<file path="config.mk">
export PLATFORM = sky130hd
export DESIGN_NAME = pipeline_hazard_ctrl
export DESIGN_NICKNAME = d
export VERILOG_FILES = /design/src/rtl/pipeline_hazard_ctrl.sv
export SDC_FILE = /design/constraint.sdc
export NUM_CORES = 1
export LEC_CHECK = 0
export ABC_AREA = 0
export ABC_CLOCK_PERIOD_IN_PS = 4400
export BUFFER_PORTS_ARGS = -buffer_cell sky130_fd_sc_hd__buf_2
export CAP_MARGIN = 0
export CORE_ASPECT_RATIO = 1.5
export CORE_MARGIN = 4
export CORE_UTILIZATION = 40
export DETAILED_ROUTE_END_ITERATION = 10
export PLACE_DENSITY_LB_ADDON = 0.15
export SYNTH_ARGS = -nofsm -noshare
export SYNTH_HDL_FRONTEND = slang
export SYNTH_SLANG_ARGS = --single-unit
</file>
<file path="constraint.sdc">
create_clock -name clk -period 4.4 [get_ports clk]
set_clock_uncertainty 0.1 [all_clocks]
set_input_delay 0.44 -clock clk [delete_from_list [all_inputs] [get_ports clk]]
set_output_delay 0.44 -clock clk [all_outputs]
set_load 0.005 [all_outputs]
</file>
<file path="src/rtl/pipeline_hazard_ctrl.sv">
// rtl/pipeline_hazard_ctrl.sv - pipeline stall/flush controller with data-memory wait FSM and stall counter
module pipeline_hazard_ctrl #(
    parameter int DM_TIMEOUT = 200,
    parameter int TO_W       = 8,
    parameter int CNT_W      = 16
) (
    input  logic             clk,
    input  logic             rst,
    input  logic [4:0]       Rs1_id_i,
    input  logic [4:0]       Rs2_id_i,
    input  logic             Rs1_used_id_i,
    input  logic             Rs2_used_id_i,
    input  logic [4:0]       Rd_id_ex_i,
    input  logic             MemRead_id_ex_i,
    input  logic             jump_taken_ex_i,
    input  logic             mem_access_ex_mem_i,
    input  logic             dm_ack_i,
    output logic             dm_req_o,
    output logic             pc_en_o,
    output logic             if_id_en_o,
    output logic             if_id_flush_o,
    output logic             id_ex_en_o,
    output logic             id_ex_flush_o,
    output logic             ex_mem_en_o,
    output logic             mem_wb_bubble_o,
    output logic             dm_timeout_o,
    output logic [CNT_W-1:0] stall_cnt_o
);

    typedef enum logic [1:0] {
        RUN      = 2'd0,
        MEM_WAIT = 2'd1,
        ERROR    = 2'd2
    } state_t;

    state_t            state_q, state_d;
    logic [TO_W-1:0]   to_cnt_q, to_cnt_d;
    logic              dm_timeout_q;
    logic [CNT_W-1:0]  stall_cnt_q;
    logic              load_use;
    logic              flow;

    assign load_use = MemRead_id_ex_i && (Rd_id_ex_i != 5'd0) &&
                      ((Rs1_used_id_i && (Rs1_id_i == Rd_id_ex_i)) ||
                       (Rs2_used_id_i && (Rs2_id_i == Rd_id_ex_i)));

    always_comb begin
        state_d         = state_q;
        to_cnt_d        = to_cnt_q;
        flow            = 1'b0;
        dm_req_o        = 1'b0;
        pc_en_o         = 1'b0;
        if_id_en_o      = 1'b0;
        if_id_flush_o   = 1'b0;
        id_ex_en_o      = 1'b0;
        id_ex_flush_o   = 1'b0;
        ex_mem_en_o     = 1'b0;
        mem_wb_bubble_o = 1'b0;
        if (!rst) begin
            case (state_q)
                RUN: begin
                    if (mem_access_ex_mem_i && !dm_ack_i) begin
                        dm_req_o        = 1'b1;
                        mem_wb_bubble_o = 1'b1;
                        state_d         = MEM_WAIT;
                        to_cnt_d        = '0;
                    end else begin
                        dm_req_o = mem_access_ex_mem_i;
                        flow     = 1'b1;
                    end
                end
                MEM_WAIT: begin
                    dm_req_o = 1'b1;
                    if (dm_ack_i) begin
                        flow    = 1'b1;
                        state_d = RUN;
                    end else begin
                        mem_wb_bubble_o = 1'b1;
                        if (to_cnt_q == TO_W'(DM_TIMEOUT - 1))
                            state_d = ERROR;
                        else
                            to_cnt_d = to_cnt_q + 1'b1;
                    end
                end
                default: mem_wb_bubble_o = 1'b1;
            endcase
        end
        // Redirect wins over load-use: the ID instruction is wrong-path anyway.
        if (flow) begin
            pc_en_o     = 1'b1;
            if_id_en_o  = 1'b1;
            id_ex_en_o  = 1'b1;
            ex_mem_en_o = 1'b1;
            if (jump_taken_ex_i) begin
                if_id_flush_o = 1'b1;
                id_ex_flush_o = 1'b1;
            end else if (load_use) begin
                pc_en_o       = 1'b0;
                if_id_en_o    = 1'b0;
                id_ex_flush_o = 1'b1;
            end
        end
    end

    always_ff @(posedge clk or posedge rst) begin
        if (rst) begin
            state_q      <= RUN;
            to_cnt_q     <= '0;
            dm_timeout_q <= 1'b0;
            stall_cnt_q  <= '0;
        end else begin
            state_q  <= state_d;
            to_cnt_q <= to_cnt_d;
            if (state_q == ERROR)
                dm_timeout_q <= 1'b1;
            if ((state_q != ERROR) && !pc_en_o && (stall_cnt_q != {CNT_W{1'b1}}))
                stall_cnt_q <= stall_cnt_q + 1'b1;
        end
    end

    assign dm_timeout_o = dm_timeout_q;
    assign stall_cnt_o  = stall_cnt_q;

endmodule
</file>
==> results_dict.tcl <==
set metrics [dict create \
    status "finished clean" \
    die_w_um 59.9 \
    yosys-top-cells-area "dfrtp_1 (42%), xnor2_1 (9.2%), xor2_1 (7.6%)" \
    grt_use_met1 0.157 \
    placed_cell_area_mm2 0.00188 \
    worstPathArrival_ns 2.21 \
    post-route-cell-area_mm2 0.00192 \
    cts_root_buf "clkbuf_8" \
    static-leakage-power_nw 0.917 \
    grt_busiest_layer "met2" \
    yosysTopAreaCell "dfrtp_1" \
    layout.nets 232 \
    clk_pin_slew_ns 0.10 \
    synthToLayoutAreaGrowth_pct 18.9 \
    use_met3 0.0211 \
    yosysWarnings 0 \
    antennaDiodeCount 0 \
    antenna_found_initial 0 \
    drtPass1Iterations 4 \
    synth_ff_type "dfrtp_1" \
    grt_max_degree 28 \
    h-tree-depth 1 \
    clkSinkCount 27 \
    postRouteAntennaNets 0 \
    placedCellCount 247 \
    powerDensity_mw_per_mm2 335 \
    holdWs_ns 0.350 \
    dp_hpwl_mm 2.66 \
    io_buffers 47 \
    post-cts-setup-buffers 0 \
    synthArstFlopShare 1.00 \
    cp_max_fo 16 \
    synth_top_area_frac 0.417 \
    numCtsBuffers 3 \
    yosysMostFrequentCell "dfrtp_1" \
    ios 48 \
    cts_tree "built" \
    cts.path.max_buffers 2 \
    yosys-top-cells-count "dfrtp_1 (27), nor2_1 (18), xnor2_1 (17), xor2_1 (14), nand2_1 (8)" \
    grt-ovfl-total 0 \
    fin_crit_sh 0.626 \
    syn_area_per_cell_um2 10.1 \
    worstPathRequired_ns 3.86 \
    grt_first_pass_wirelength_mm 5.73 \
    hold_buffers 0 \
    ir_worst_vdd_mv 0.222 \
    maxSlewHeadroom 0.294 \
    start_util 0.413 \
    worst_slack_ns 1.65 \
    totalWireLength_mm 3.35 \
    drc_errors 0 \
    rows 28 \
    syn_area_mm2 0.00162 \
    synth-seq-cells 27 \
    insertion_delay_ns 0.27 \
    drive_gt1_frac 0.340 \
    period_minus_slack_ns 2.75 \
    synth_cell_types 43 \
    dpl_worst_slack_ns 1.61 \
    netlist_instances 160 \
    setup_violations 0 \
    gr-usage-met2 0.259 \
    finalWeightedCongestion 0.719 \
    wl_per_cell_um 13.3 \
    syn_nets 185 \
    dieArea_mm2 0.00515 \
    stdcell_count 251 \
    fp.dieH_um 85.9 \
    cts_resized 0 \
    vias 1292 \
    vias_per_cell 5.15 \
    core_area_mm2 0.00392 \
    max_cap_violations 0 \
    finalMaxSlewViolations 0 \
    synth_edf_count 0 \
    worstSetupPathType "primary input to primary output" \
    max_freq_mhz 363 \
    hold_path_class "primary input to async pin" \
    grt_pass1_vias 1343 \
    cp-start-kind "primary input" \
    grtUsageTotal 0.140 \
    worst_pin_slew_ns 1.06 \
    grt_setup_unrepaired "no" \
    critPathCaptureType "primary output" \
    initialDrtViolationCount 49 \
    setup_tns_ns 0 \
    ys_seq_area_frac 0.417 \
    hold_viol_final 0 \
]
[path summary, 6_finish.rpt]
kind / from / to / slack (ns) / cells after the start
min reg2reg: dm_timeout_o / dm_timeout_o / 0.37 / 1
max in group asynchronous: rst / stall_cnt_o[5] / 3.20 / 2
max: Rd_id_ex_i[3] / pc_en_o / 1.65 / 7
max reg2reg: to_cnt_q[0] / to_cnt_q[5] / 2.08 / 7
min: rst / state_q[0] / 0.35 / 2
min in group clk: dm_timeout_o / dm_timeout_o / 0.37 / 1
[worst max-delay path, stage by stage]
cell and delay (ns):
buf_2 0.12, xor2_1 0.16, nor4_2 0.27, a32oi_1 0.19, o31ai_4 0.74, inv_1 0.12
buf_2 0.16
[state kept, by name, indices dropped and copies added (netlist names)]
signal and count:
dm_timeout_o 1, to_cnt_q 8, state_q 2, stall_cnt_o 16
[per-stage QoR]
| stage | util | power [mW] |
|---|---|---|
| after floorplan | - | 0.438 |
| after global placement | 0.478 | 0.505 |
| after detailed placement | 0.478 | 0.511 |
| after CTS | 0.490 | 0.657 |
| after global routing | 0.490 | 0.691 |
| final | 0.490 | 0.646 |
[layout make-up]
cell class                 count  area (um^2)
inverter                       6         22.5
tap                           45         56.3
sequential                    27          676
timing repair buffer          47          235
fill                         385         2000
multi-input combinational    122          886
clock inverter                 1         7.51
clock buffer                   3         41.3
[cells in the final DEF (no fill, tap or decap), types with 3 or more instances in the layout]
cell / count
buf_2: 47
dfrtp_1: 27
nor2_1: 18
xnor2_1: 17
xor2_1: 14
nand2_1: 8
nand3_1: 7
inv_1: 6
nand3_2: 6
and3_1: 4
o21ai_0: 4
nand4_1: 4
nor3_1: 4
nand2b_1: 3
nand4_2: 3
clkbuf_8: 3
[layer usage]
metal	part of all wire	vias to the layer above
li1	-	645
met1	0.38	620
met2	0.57	23
met3	0.036	4
met4	0.011	0
met5	0	-
[power breakdown]
| part | total, mW | switching [mW] | internal (mW) |
|---|---|---|---|
| registers | 0.330 | 0.0455 | 0.285 |
| logic | 0.173 | 0.0879 | 0.0852 |
| clock network | 0.142 | 0.0779 | 0.0642 |
[cell families after synthesis]
logic type,after synthesis,synth area share
buffers and inverters,11,0.0355
XOR/XNOR,31,0.168
AND/OR/NAND/NOR,75,0.288
flip-flops,27,0.417
multiplexers,1,0.00695
AO/OA/AOI/OAI,13,0.0688
adder cells (fa/ha/maj),2,0.0155
Power figures use the tool's default switching activity.
